**config.mk**
```make
export PLATFORM = sky130hd
export DESIGN_NAME = uart_mmio_ctrl
export DESIGN_NICKNAME = d
export VERILOG_FILES = /design/src/rtl/uart_pkg.sv /design/src/rtl/uart_mmio_ctrl.sv
export SDC_FILE = /design/constraint.sdc
export NUM_CORES = 1
export LEC_CHECK = 0
export ABC_AREA = 1
export BUFFER_PORTS_ARGS = -buffer_cell sky130_fd_sc_hd__buf_2
export CELL_PAD_IN_SITES_DETAIL_PLACEMENT = 0
export CELL_PAD_IN_SITES_GLOBAL_PLACEMENT = 1
export CORE_UTILIZATION = 30
export DETAILED_ROUTE_END_ITERATION = 8
export MAX_ROUTING_LAYER = met4
export PLACE_DENSITY = 0.8
export SYNTH_ARGS = -nofsm -noshare
export SYNTH_HDL_FRONTEND = slang
export SYNTH_SLANG_ARGS = --single-unit
```
**constraint.sdc**
```tcl
create_clock -name clk -period 1.5 [get_ports clk]
set_input_delay 0.15 -clock clk [delete_from_list [all_inputs] [get_ports clk]]
set_output_delay 0.15 -clock clk [all_outputs]
set_load 0.005 [all_outputs]
```
**src/rtl/uart_pkg.sv**
```systemverilog
`default_nettype none
// ============================================================================
//  Module   : uart_pkg
//  Purpose  : Shared register offsets, bit indices, FSM encoding and helpers
//             for the UART memory-mapped register controller.
//  Revision : 1.0 - initial release
// ============================================================================
package uart_pkg;

    // Register select values taken from mem_addr[3:2] (byte offset = value*4)
    localparam logic [1:0] UART_TXDATA = 2'd0;
    localparam logic [1:0] UART_RXDATA = 2'd1;
    localparam logic [1:0] UART_STATUS = 2'd2;
    localparam logic [1:0] UART_CTRL   = 2'd3;

    // STATUS register bit positions
    localparam int ST_RX_RDY  = 0;
    localparam int ST_TX_RDY  = 1;
    localparam int ST_TX_DROP = 2;
    localparam int ST_IRQ     = 3;

    // CTRL register bit positions
    localparam int CTRL_RX_IRQ_EN = 0;
    localparam int CTRL_TX_IRQ_EN = 1;

    // Access sequencer state encoding
    localparam logic [1:0] S_IDLE     = 2'd0;
    localparam logic [1:0] S_TX_STALL = 2'd1;
    localparam logic [1:0] S_RESP     = 2'd2;

    // Value returned by an RXDATA load when no byte is available
    localparam logic [31:0] RX_EMPTY_VALUE = 32'hFFFF_FFFF;

    // Assemble the STATUS read word from its individual flags
    function automatic logic [31:0] status_word(
        input logic rx_eff,
        input logic tx_rdy,
        input logic tx_drop,
        input logic irq_lvl
    );
        logic [31:0] w;
        w             = 32'd0;
        w[ST_RX_RDY]  = rx_eff;
        w[ST_TX_RDY]  = tx_rdy;
        w[ST_TX_DROP] = tx_drop;
        w[ST_IRQ]     = irq_lvl;
        return w;
    endfunction

endpackage : uart_pkg
`default_nettype wire

```
**src/rtl/uart_mmio_ctrl.sv**
```systemverilog
`default_nettype none
// ============================================================================
//  Module   : uart_mmio_ctrl
//  Purpose  : CPU load/store to uart_unit bridge. Decodes a 16-byte register
//             window, pushes TX bytes (stalling while the FIFO is full, with
//             a drop timeout), pops RX bytes, and drives a level interrupt.
//  Revision : 1.0 - initial release
// ============================================================================
module uart_mmio_ctrl
    import uart_pkg::*;
#(
    parameter logic [31:0] BASE_ADDR      = 32'h1000_0000,
    parameter int          STALL_LIMIT    = 1024,
    parameter int          RX_MASK_CYCLES = 2
) (
    input  logic        clk,
    input  logic        rst,
    input  logic [31:0] mem_addr,
    input  logic [31:0] mem_wdata,
    input  logic        mem_we,
    input  logic        mem_re,
    output logic [31:0] mem_rdata,
    output logic        mem_ready,
    output logic        uart_fifo_write_en,
    output logic [7:0]  uart_fifo_data,
    output logic        cpu_read,
    input  logic        tx_ready,
    input  logic        rx_ready,
    input  logic [31:0] rx_data_output,
    output logic        irq
);

    // Counter widths sized to hold the largest value each counter reaches
    localparam int STALL_W = (STALL_LIMIT < 2) ? 1 : $clog2(STALL_LIMIT);
    localparam int MASK_W  = $clog2(RX_MASK_CYCLES + 1) < 1 ? 1 : $clog2(RX_MASK_CYCLES + 1);

    localparam logic [STALL_W-1:0] C_STALL_LAST = STALL_W'(STALL_LIMIT - 1);
    localparam logic [MASK_W-1:0]  C_MASK_LOAD  = MASK_W'(RX_MASK_CYCLES);

    // Registered state
    logic [1:0]         r_state;
    logic [STALL_W-1:0] r_stall_cnt;
    logic [MASK_W-1:0]  r_rx_mask_cnt;
    logic [1:0]         r_ctrl;
    logic               r_tx_drop;
    logic [7:0]         r_tx_byte;
    logic [31:0]        r_mem_rdata;
    logic               r_mem_ready;
    logic               r_fifo_we;
    logic [7:0]         r_fifo_data;
    logic               r_cpu_read;
    logic               r_irq;

    // Combinational decode
    logic        w_hit;
    logic        w_req;
    logic [1:0]  w_reg;
    logic        w_rx_eff;
    logic        w_irq_next;
    logic        w_drop_set;
    logic        w_drop_clr;
    logic [31:0] w_rdata;
    logic        w_unused_bits;

    assign w_hit      = (mem_addr[31:4] == BASE_ADDR[31:4]);
    assign w_req      = w_hit && (mem_we || mem_re);
    assign w_reg      = mem_addr[3:2];
    // The mask hides the stale rx_ready that uart_unit still shows after a pop
    assign w_rx_eff   = rx_ready && (r_rx_mask_cnt == '0);
    assign w_irq_next = (r_ctrl[CTRL_RX_IRQ_EN] && w_rx_eff) ||
                        (r_ctrl[CTRL_TX_IRQ_EN] && tx_ready);

    // Sticky drop flag: timeout sets it, STATUS write-one clears it
    assign w_drop_set = (r_state == S_TX_STALL) && !tx_ready && (r_stall_cnt == C_STALL_LAST);
    assign w_drop_clr = (r_state == S_IDLE) && w_req && mem_we &&
                        (w_reg == UART_STATUS) && mem_wdata[ST_TX_DROP];

    // Byte-lane and data bits this block never looks at
    assign w_unused_bits = ^{mem_addr[1:0], mem_wdata[31:8]};

    // Load data multiplexer for the addressed register
    always_comb begin
        w_rdata = 32'd0;
        case (w_reg)
            UART_TXDATA: w_rdata = 32'd0;
            UART_RXDATA: w_rdata = w_rx_eff ? rx_data_output : RX_EMPTY_VALUE;
            UART_STATUS: w_rdata = status_word(w_rx_eff, tx_ready, r_tx_drop, r_irq);
            UART_CTRL:   w_rdata = {30'd0, r_ctrl};
            default:     w_rdata = 32'd0;
        endcase
    end

    // Drop flag register; a same-cycle set beats the clear
    always_ff @(posedge clk) begin
        if (rst) begin
            r_tx_drop <= 1'b0;
        end else if (w_drop_set) begin
            r_tx_drop <= 1'b1;
        end else if (w_drop_clr) begin
            r_tx_drop <= 1'b0;
        end
    end

    // Interrupt level and RX pop mask countdown
    always_ff @(posedge clk) begin
        if (rst) begin
            r_irq         <= 1'b0;
            r_rx_mask_cnt <= '0;
        end else begin
            r_irq <= w_irq_next;
            if (r_cpu_read_load()) begin
                r_rx_mask_cnt <= C_MASK_LOAD;
            end else if (r_rx_mask_cnt != '0) begin
                r_rx_mask_cnt <= r_rx_mask_cnt - MASK_W'(1);
            end
        end
    end

    // True on the cycle an RXDATA load with a byte available is accepted
    function automatic logic r_cpu_read_load();
        return (r_state == S_IDLE) && w_req && !mem_we &&
               (w_reg == UART_RXDATA) && w_rx_eff;
    endfunction

    // Access sequencer: accept, stall on full TX FIFO, respond for one cycle
    always_ff @(posedge clk) begin
        if (rst) begin
            r_state     <= S_IDLE;
            r_stall_cnt <= '0;
            r_ctrl      <= 2'd0;
            r_tx_byte   <= 8'd0;
            r_mem_rdata <= 32'd0;
            r_mem_ready <= 1'b0;
            r_fifo_we   <= 1'b0;
            r_fifo_data <= 8'd0;
            r_cpu_read  <= 1'b0;
        end else begin
            r_mem_ready <= 1'b0;
            r_fifo_we   <= 1'b0;
            r_cpu_read  <= 1'b0;
            case (r_state)
                S_IDLE: begin
                    if (w_req) begin
                        if (mem_we) begin
                            r_mem_rdata <= 32'd0;
                            if (w_reg == UART_TXDATA) begin
                                r_tx_byte <= mem_wdata[7:0];
                                if (tx_ready) begin
                                    r_fifo_we   <= 1'b1;
                                    r_fifo_data <= mem_wdata[7:0];
                                    r_mem_ready <= 1'b1;
                                    r_state     <= S_RESP;
                                end else begin
                                    r_stall_cnt <= '0;
                                    r_state     <= S_TX_STALL;
                                end
                            end else begin
                                if (w_reg == UART_CTRL) begin
                                    r_ctrl <= mem_wdata[1:0];
                                end
                                r_mem_ready <= 1'b1;
                                r_state     <= S_RESP;
                            end
                        end else begin
                            r_mem_rdata <= w_rdata;
                            r_mem_ready <= 1'b1;
                            r_cpu_read  <= r_cpu_read_load();
                            r_state     <= S_RESP;
                        end
                    end
                end
                S_TX_STALL: begin
                    if (tx_ready) begin
                        r_fifo_we   <= 1'b1;
                        r_fifo_data <= r_tx_byte;
                        r_mem_ready <= 1'b1;
                        r_state     <= S_RESP;
                    end else if (r_stall_cnt == C_STALL_LAST) begin
                        r_mem_ready <= 1'b1;
                        r_state     <= S_RESP;
                    end else begin
                        r_stall_cnt <= r_stall_cnt + STALL_W'(1);
                    end
                end
                S_RESP: begin
                    r_state <= S_IDLE;
                end
                default: begin
                    r_state <= S_IDLE;
                end
            endcase
        end
    end

    assign mem_rdata          = r_mem_rdata;
    assign mem_ready          = r_mem_ready;
    assign uart_fifo_write_en = r_fifo_we;
    assign uart_fifo_data     = r_fifo_data;
    assign cpu_read           = r_cpu_read;
    assign irq                = r_irq;

endmodule : uart_mmio_ctrl
`default_nettype wire

```
==> results.json, run 1 <==
{
  "cts-root-buf": "clkbuf_16",
  "synth-adder-area-share_pct": 0.3403,
  "worstSetupPathType": "flop to flop",
  "maxCapViolations": 0,
  "final_cells": 848,
  "post_cts_buffers": 0,
  "sw_frac_of_total_pct": 22.37,
  "synth_top_family_by_area": "simple AND/OR/NAND/NOR gates",
  "arrival_ns": 1.75,
  "drt_iter0_drc": 260,
  "final_nets": 800,
  "syn_to_final_growth_pct": 37.70,
  "hold_ws_ns": 0.08071,
  "end_kind": "flop",
  "finClkSkew_ns": 0.009170,
  "async_reset_ff_share_pct": 0,
  "io_buffers": 119,
  "antenna_found_initial": 1,
  "crit_slowest_cell": "dfxtp_2",
  "r2r_slack_ns": 0.02,
  "synth_seq_cells": 69,
  "path_delay_family": "simple AND/OR/NAND/NOR gates",
  "grt_max_degree": 35,
  "power.share.clock_pct": 49.8,
  "die_w_um": 112.7,
  "fin_ws_ns": 0.02353,
  "clk_pin_slew_ns": 0.05,
  "avgRoutedWirePerCell_um": 12.79,
  "rows": 40,
  "synth-xor-area-share_pct": 0.2382,
  "first_global_vias": 3897,
  "ant_nets": 0,
  "use_met1_pct": 21.50,
  "start_util_pct": 30.74,
  "yosysSeqAreaShare_pct": 37.56,
  "cpPeakStageDelay_ns": 0.33,
  "use_met2_pct": 28.81,
  "clock_sinks": 69,
  "crit_buf_inv": 0,
  "comb_power_share_pct": 8.2,
  "grt_usage_pct": 17.98,
  "clock_latency_ns": 0.35,
  "outcome": "complete, no violations",
  "intPower_mw": 3.387,
  "drc": 0,
  "top_usage_layer": "met2",
  "ys_top_cells_by_count": "nand2_1 (123), nor2_1 (100), dfxtp_1 (69)",
  "synth_top_area_share_pct": 37.56,
  "ys_warn_count": 0,
  "drt_pass1_iterations": 5,
  "fmaxAchievable_mhz": 677.3,
  "leakagePower_nw": 2.232,
  "vias": 4122,
  "yosysTopAreaCell": "dfxtp_1",
  "grtUsageMet3_pct": 4.553,
  "core-area_mm2": 0.01196,
  "seq_power_share_pct": 42.0,
  "synthCells": 557,
  "synth-simple-area-share_pct": 39.50,
  "hold_path.class": "input port to flop",
  "layout-drive-gt1-share_pct": 30.86,
  "synth-compound-area-share_pct": 14.29,
  "clockBufferDepth": 2,
  "p_switching_mw": 0.9759,
  "syn_nets": 660,
  "setup_viol": 0,
  "numCtsBuffers": 9,
  "dp_slack_ns": -0.04964,
  "io_pins": 146,
  "hpwl_mm": 7.784,
  "placed_area_mm2": 0.004679,
  "cp-start-kind": "flop",
  "grt_pass1_wl_mm": 17.82,
  "yosysUniqueCellTypes": 36,
  "synth-edff-count": 0,
  "synth.area.top_cells": "dfxtp_1 (38%), nand2_1 (13%), nor2_1 (10%), nand4_1 (8.5%), a21oi_1 (6.9%)",
  "overflow": 0,
  "final_hold_viol_count": 0,
  "synth_mux_area_share_pct": 0,
  "fin_area_mm2": 0.005064,
  "fillCellCount": 1231,
  "slew_headroom_pct": 69.45,
  "cp_max_fo": 8,
  "drt_wl_total_mm": 10.84,
  "tightest_slew_ns": 0.4575,
  "gp_congestion": 0.8270,
  "synth_area_mm2": 0.003677,
  "p_per_area_mw_per_mm2": 861.6,
  "htree_levels": 3,
  "crit_chain": "ha_4, nand2_4, nor2_4, nand4_1, nand2_2, nor2_4, nand3_4, nand2_1, nand2_1, nor2_1",
  "fin_crit_sh_pct": 98.43,
  "via_per_inst": 4.861,
  "min_period_ns": 1.476,
  "slew_viol_final": 0,
  "synthMostInstantiatedCell": "nand2_1",
  "die_h_um": 112.7,
  "crit_required_ns": 1.78,
  "synthFlopType": "dfxtp_1",
  "ir_drop_mv": 0.5429,
  "dp.cells": 832,
  "avgSynthCellArea_um2": 6.602,
  "cts_tree": "yes",
  "rsz0062_at_grt": "true",
  "dieArea_mm2": 0.01270,
  "fin_setup_tns_ns": 0
}
==> power by group through the flow <==
stage          Sequential [mW]  Clock, mW  Combinational, mW
2_1_floorplan             1.87          0              0.164
3_3_place_gp              1.87          0              0.348
3_5_place_dp              1.87          0              0.352
4_1_cts                   1.83       2.23              0.355
5_1_grt                   1.83       2.30              0.402
6_report                  1.83       2.17              0.357
==> sequential cells by signal (all words and copies together), names as in the netlist <==
register            cells
uart_fifo_data          8
cpu_read                1
r_ctrl                  2
r_rx_mask_cnt           2
mem_ready               1
r_tx_byte               8
irq                     1
mem_rdata              32
r_tx_drop               1
r_state                 2
r_stall_cnt            10
uart_fifo_write_en      1
==> cells in the final DEF (no fill, tap or decap), drive strengths merged, types with 2 or more instances in the layout <==
cell	netlist	final
nand3	15	16
nand2	125	125
a21oi	51	51
buf	11	160
nand4	51	51
nor3b	8	8
o221ai	2	2
clkbuf	21	13
nor3	4	4
inv	40	40
o21ai	46	46
dfxtp	69	69
nor2	106	106
==> final cells by class <==
cell class,count,area (um^2),share of cell area (%)
multi-input combinational,416,2076,40.99
timing repair buffer,160,960.9,18.98
inverter,41,153.9,3.039
tap,147,183.9,3.632
sequential,69,1386,27.38
clock buffer,13,270.3,5.337
clock inverter,1,30.03,0.5930
antenna,1,2.502,0.04942
==> worst reg2reg max path, stage by stage (launching register included) <==
cell	delay [ns]
dfxtp_2	0.33
ha_4	0.17
nand2_4	0.08
nor2_4	0.04
nand4_1	0.11
nand2_2	0.07
nor2_4	0.19
nand3_4	0.18
nand2_1	0.11
nand2_1	0.05
nor2_1	0.09
==> cells by family after synthesis <==
kind of cell	count (synthesis)
flip-flops	69
buffers and inverters	73
AO/OA/AOI/OAI	100
adder cells (fa/ha/maj)	1
XOR/XNOR	1
AND/OR/NAND/NOR	313
==> per-layer routing <==
metal,up-vias,wire length [um]
met3,16,514
met2,117,5174
met4,0,215
li1,2133,-
met1,1856,4940
met5,-,0
==> worst paths after layout <==
path / startpoint / endpoint / cells after the start
hold reg to reg: r_rx_mask_cnt[0]$_SDFFE_PP0P_ / r_rx_mask_cnt[0]$_SDFFE_PP0P_ / 1
setup / recovery: r_stall_cnt[1]$_SDFFE_PP0P_ / r_stall_cnt[2]$_SDFFE_PP0P_ / 10
hold / removal: mem_wdata[0] / r_ctrl[0]$_SDFFE_PP0P_ / 3
setup reg to reg: r_stall_cnt[1]$_SDFFE_PP0P_ / r_stall_cnt[2]$_SDFFE_PP0P_ / 10
==> timing repair <==
item	CTS	global route
endpoints found under the setup margin	10	20
hold buffers	0	0
pin swaps	2	15
gates resized for setup	2	21
gates cloned	1	0
==> metrics by stage <==
| step | total power, mW | util, % |
|---|---|---|
| finish | 4.363 | 42.33 |
| global placement | 2.221 | 39.12 |
| global route | 4.539 | 42.33 |
| CTS | 4.413 | 41.82 |
| detailed placement | 2.225 | 39.12 |
| floorplan | 2.037 | - |
Note: power is estimated with default switching activity, not from simulation.
==> inputs of run 2 (changes only) <==
CTS_BUF_LIST = sky130_fd_sc_hd__clkbuf_8 sky130_fd_sc_hd__clkbuf_16   (was not set)
PLACE_DENSITY = not set   (was 0.8)
PLACE_DENSITY_LB_ADDON = 0.1   (was not set)
==> results.json, run 2 (synthesis results as in run 1) <==
{
  "outcome": "complete, no violations",
  "p_per_area_mw_per_mm2": 798.1,
  "hold_path_end": "r_ctrl[1]$_SDFFE_PP0P_",
  "fin_area_mm2": 0.005035,
  "via_per_inst": 4.809,
  "ir_drop_mv": 0.3692,
  "layout_commonest_cell": "buf_2",
  "crit_slowest_cell": "dfxtp_2",
  "grt_max_degree": 40,
  "cts-root-buf": "clkbuf_16",
  "start_util_pct": 30.74,
  "cp_max_fo": 8,
  "crit_chain": "ha_4, nand2_4, nor2_4, nand4_1, nand2_1, nor2_4, nand3_4, nand2_2, a21oi_2",
  "r2r_slack_ns": 0.01,
  "final_hold_viol_count": 0,
  "final_nets": 801,
  "crit_required_ns": 1.71,
  "grt_pass1_wl_mm": 18.08,
  "fin_setup_tns_ns": 0,
  "m1WireLength_mm": 5.381,
  "rsz0062_at_grt": "true",
  "core-area_mm2": 0.01196,
  "fin_crit_sh_pct": 99.03,
  "tightest_slew_ns": 0.5116,
  "clockBufferDepth": 2,
  "ant_nets": 0,
  "worstSetupPathType": "flop to flop",
  "clk_pin_slew_ns": 0.06,
  "worstReg2RegStart": "r_stall_cnt[1]$_SDFFE_PP0P_",
  "first_global_vias": 3884,
  "crit_buf_inv": 0,
  "layout_common_cells": "buf_2 (119), nand2_1 (115), nor2_1 (97)",
  "htree_levels": 3,
  "path_delay_family": "simple AND/OR/NAND/NOR gates",
  "die_w_um": 112.7,
  "finalPower_mw": 4.018,
  "drt_wl_total_mm": 11.05,
  "hold_path.class": "input port to flop",
  "io_buffers": 119,
  "drt_pass1_iterations": 4,
  "overflow": 0,
  "highest_layer": "met4",
  "placed_area_mm2": 0.004695,
  "crit_start": "r_stall_cnt[1]$_SDFFE_PP0P_",
  "hpwl_mm": 7.945,
  "r2r_cells": 9,
  "grt_usage_pct": 18.43,
  "cpPeakStageDelay_ns": 0.33,
  "largest_register_ffs": 32,
  "cp-start-kind": "flop",
  "hold_depth": 3,
  "die_h_um": 112.7,
  "layout-drive-gt1-share_pct": 30.67,
  "min_period_ns": 1.485,
  "io_pins": 146,
  "numCtsBuffers": 9,
  "fmaxAchievable_mhz": 673.2,
  "finClkSkew_ns": 0.005405,
  "gp_congestion": 0.7726,
  "dieArea_mm2": 0.01270,
  "clock_sinks": 69,
  "drt_iter0_drc": 135,
  "maxCapViolations": 0,
  "avgRoutedWirePerCell_um": 13.03,
  "cts_tree": "yes",
  "r2r_end": "r_stall_cnt[7]$_SDFFE_PP0P_",
  "diodes": 0,
  "cpMostUsedCell": "nor2_4",
  "clock_latency_ns": 0.33,
  "rows": 40,
  "slew_viol_final": 0,
  "fillCellCount": 1296,
  "hold_ws_ns": 0.09088,
  "antenna_found_initial": 0,
  "end_kind": "flop",
  "met2_length_mm": 5.001,
  "setup_viol": 0,
  "slew_headroom_pct": 65.84,
  "syn_to_final_growth_pct": 36.92,
  "arrival_ns": 1.69,
  "fin_util_pct": 42.09,
  "leakagePower_nw": 2.228,
  "met3_length_um": 476,
  "vias": 4078,
  "drc": 0,
  "holdCritStartpoint": "mem_wdata[1]"
}
==> run 2: cell count changes in the layout (fill, tap and decap cells not counted), moves of 2 or more <==
cell	previous run	this run
clkbuf_8	3	0
o21ai_2	1	3
inv_1	33	36
a21oi_2	3	1
dfxtp_2	4	2
a21oi_1	48	50
clkinv_2	0	3
dfxtp_1	65	67
o21ai_0	38	36
==> run 2: timing repair <==
| action | CTS | global route |
|---|---|---|
| gates resized for setup | 2 | 21 |
| pin swaps | 2 | 14 |
| gates cloned | 1 | 0 |
| hold buffers | 0 | 0 |
| setup buffers | 0 | 1 |
| endpoints found under the setup margin | 8 | 21 |
==> run 2: worst max path at each step <==
stage                                    end  slack (ns)  depth (start not counted)
2_1_floorplan    r_stall_cnt[0]$_SDFFE_PP0P_        0.02                         10
3_3_place_gp     r_stall_cnt[2]$_SDFFE_PP0P_       -0.06                          9
3_5_place_dp   r_rx_mask_cnt[1]$_SDFFE_PP0P_       -0.06                          9
4_1_cts        r_rx_mask_cnt[1]$_SDFFE_PP0P_       0.008                          6
5_1_grt          r_stall_cnt[0]$_SDFFE_PP0P_        -0.1                         10
6_report         r_stall_cnt[7]$_SDFFE_PP0P_        0.01                          9
==> run 2: layout make-up <==
class,instances,area [um^2],area share (%)
Sequential cell,69,1384,27.49
Clock inverter,5,22.52,0.4473
Tap cell,147,183.9,3.653
Multi-Input combinational cell,416,2088,41.48
Timing Repair Buffer,161,977.2,19.41
Inverter,41,153.9,3.057
Clock buffer,9,225.2,4.473
==> run 2: layer usage <==
metal	up-vias	GRT usage (%)
met5	-	-
met4	0	7.467
met2	95	29.30
met3	17	3.107
met1	1820	23.26
li1	2146	-
==> run 2: stage by stage <==
step                      setup slack, ns  instances
after floorplan                   0.01954        557
after global placement           -0.05524        832
after detailed placement         -0.06055        832
after CTS                        0.007996        847
after global routing             -0.09794        848
final                             0.01460        848
==> run 2: worst register-to-register path, stage by stage (launching register included) <==
cell	delay, ns
dfxtp_2	0.33
ha_4	0.16
nand2_4	0.08
nor2_4	0.04
nand4_1	0.09
nand2_1	0.09
nor2_4	0.20
nand3_4	0.19
nand2_2	0.13
a21oi_2	0.05
==> run 2: power breakdown <==
group / switching (mW) / internal [mW]
registers: 0.000000000986 / 1.83
clock network: 0.757 / 1.08
logic: 0.208 / 0.142
total: 0.965 / 3.05
==> inputs of run 3 (changes only) <==
CORE_ASPECT_RATIO = 1.25   (was not set)
==> results.json, run 3 (synthesis results as in run 1) <==
{
  "cts-root-buf": "clkbuf_16",
  "r2r_cells": 9,
  "fillCellCount": 1290,
  "ctsHoldBuffers": 0,
  "clock_latency_ns": 0.33,
  "arrival_ns": 1.72,
  "final-seq-area_mm2": 0.001384,
  "io_pins": 146,
  "hold_ws_ns": 0.08867,
  "slew_viol_final": 0,
  "hold_depth": 3,
  "dieArea_mm2": 0.01271,
  "hold_path_end": "r_ctrl[1]$_SDFFE_PP0P_",
  "rsz0062_at_grt": "true",
  "r2r_end": "r_stall_cnt[0]$_SDFFE_PP0P_",
  "drc": 0,
  "clk_pin_slew_ns": 0.06,
  "ant_nets": 0,
  "grt_max_degree": 32,
  "setup_viol": 0,
  "comb_power_share_pct": 7.9,
  "start_util_pct": 31.21,
  "gp_congestion": 0.7933,
  "p_per_area_mw_per_mm2": 881.1,
  "rows": 44,
  "fin_area_mm2": 0.005089,
  "drt_wl_total_mm": 11.13,
  "hpwl_mm": 8.149,
  "leakagePower_nw": 2.235,
  "power.share.clock_pct": 51.2,
  "cts_tree": "yes",
  "tightest_slew_ns": 0.4786,
  "avgRoutedWirePerCell_um": 12.89,
  "worstSetupPathType": "flop to flop",
  "drt_pass1_iterations": 5,
  "overflow": 0,
  "grt_usage_pct": 18.80,
  "clock_sinks": 69,
  "slew_headroom_pct": 68.05,
  "hold_path.class": "input port to flop",
  "largest_register_ffs": 32,
  "dp_slack_ns": -0.04930,
  "cp_max_fo": 7,
  "worstReg2RegStart": "r_stall_cnt[0]$_SDFFE_PP0P_",
  "cp-start-kind": "flop",
  "finClkSkew_ns": 0.004743,
  "crit_chain": "ha_4, nand2_4, nor2_4, nand4_1, nand2_2, nor2_4, nand3_4, a21oi_2, nor2_1",
  "antenna_found_initial": 0,
  "crit_required_ns": 1.72,
  "cpPeakStageDelay_ns": 0.33,
  "final_hold_viol_count": 0,
  "layout-drive-gt1-share_pct": 30.48,
  "crit_start": "r_stall_cnt[0]$_SDFFE_PP0P_",
  "via_per_inst": 4.737,
  "path_delay_family": "simple AND/OR/NAND/NOR gates",
  "htree_levels": 3,
  "first_global_vias": 3917,
  "outcome": "complete, no violations",
  "core-area_mm2": 0.01178,
  "diodes": 0,
  "numCtsBuffers": 9,
  "crit_slowest_cell": "dfxtp_2",
  "layout_common_cells": "buf_2 (119), nand2_1 (118), nor2_1 (97)",
  "ir_drop_mv": 0.6142,
  "fmaxAchievable_mhz": 668.5,
  "fin_crit_sh_pct": 99.72,
  "intPower_mw": 3.475,
  "min_period_ns": 1.496,
  "crit_buf_inv": 0,
  "multi_input_area_mm2": 0.002081,
  "r2r_slack_ns": 0.004,
  "final_nets": 800,
  "maxCapViolations": 0,
  "end_kind": "flop",
  "clockBufferDepth": 2,
  "layout_commonest_cell": "buf_2",
  "io_buffers": 119,
  "grt_pass1_wl_mm": 18.31,
  "p_switching_mw": 1.009,
  "holdCritStartpoint": "mem_wdata[1]",
  "sw_frac_of_total_pct": 22.51,
  "fin_ws_ns": 0.004193,
  "die_w_um": 101.0,
  "cpMostUsedCell": "nor2_4",
  "die_h_um": 125.8,
  "placed_area_mm2": 0.004674,
  "drt_iter0_drc": 133,
  "syn_to_final_growth_pct": 38.38,
  "vias": 4088,
  "seq_power_share_pct": 40.9
}
-- run 3: cell types whose count changed in the layout (fill, tap and decap cells not counted), moves of 2 or more --
| cell | change |
|---|---|
| nand2_1 | +3 |
| o21ai_2 | -2 |
| a21oi_1 | -2 |
| buf_6 | +3 |
| bufinv_16 | +2 |
| a21oi_2 | +2 |
| buf_12 | -3 |
| nand2_2 | -3 |
-- run 3: tightest hold or removal path, delay by kind of cell --
family	cells	cell delay [ns]
buffers and inverters	1	0.11
and+or+nand+nor	2	0.13
-- run 3: final cells by class --
cell class | instances | area share, %
multi-input cells | 416 | 40.89
clock inverters | 6 | 1.697
clock buffers | 10 | 4.696
repair buffers | 160 | 18.54
inverters | 41 | 3.024
flip-flops and latches | 69 | 27.19
well taps | 161 | 3.959
-- run 3: how the worst max path moves through the flow --
| stage | endpoint | slack [ns] | cells after the start |
|---|---|---|---|
| 2_1_floorplan | r_stall_cnt[0]$_SDFFE_PP0P_ | 0.02 | 10 |
| 3_3_place_gp | r_stall_cnt[1]$_SDFFE_PP0P_ | -0.03 | 10 |
| 3_5_place_dp | r_stall_cnt[0]$_SDFFE_PP0P_ | -0.05 | 10 |
| 4_1_cts | r_stall_cnt[8]$_SDFFE_PP0P_ | 0.002 | 9 |
| 5_1_grt | r_stall_cnt[0]$_SDFFE_PP0P_ | -0.11 | 10 |
| 6_report | r_stall_cnt[0]$_SDFFE_PP0P_ | 0.004 | 9 |
-- run 3: through the flow --
step / cells / util (%) / power [mW] / TNS [ns]
global route: 863 / 43.19 / 4.674 / -0.8363
finish: 863 / 43.19 / 4.484 / 0
CTS: 863 / 42.63 / 4.562 / 0
floorplan: 557 / - / 2.037 / 0
global placement: 846 / 39.68 / 2.222 / -0.1212
detailed placement: 846 / 39.68 / 2.223 / -0.2684
-- run 3: power groups by stage --
stage               Sequential (mW)  Combinational [mW]  Clock, mW
finish                         1.83               0.356       2.30
floorplan                      1.87               0.164          0
CTS                            1.83               0.354       2.38
global route                   1.83               0.398       2.44
detailed placement             1.87               0.350          0
global placement               1.87               0.349          0
-- run 3: timing repair --
action                                  in CTS  in global routing
pin swaps                                    2                 16
endpoints found under the setup margin      10                 20
gates resized for setup                      2                 19
setup buffers                                0                  0
cloned                                       1                  0
-- run 3: layer usage --
metal  global-route usage, %  up-vias  wire (um)
met5                       -        -          0
met4                   6.991        0        151
met3                   4.107       13        529
met2                   31.18       88       5475
met1                   22.12     1848       4969
li1                        -     2139          -
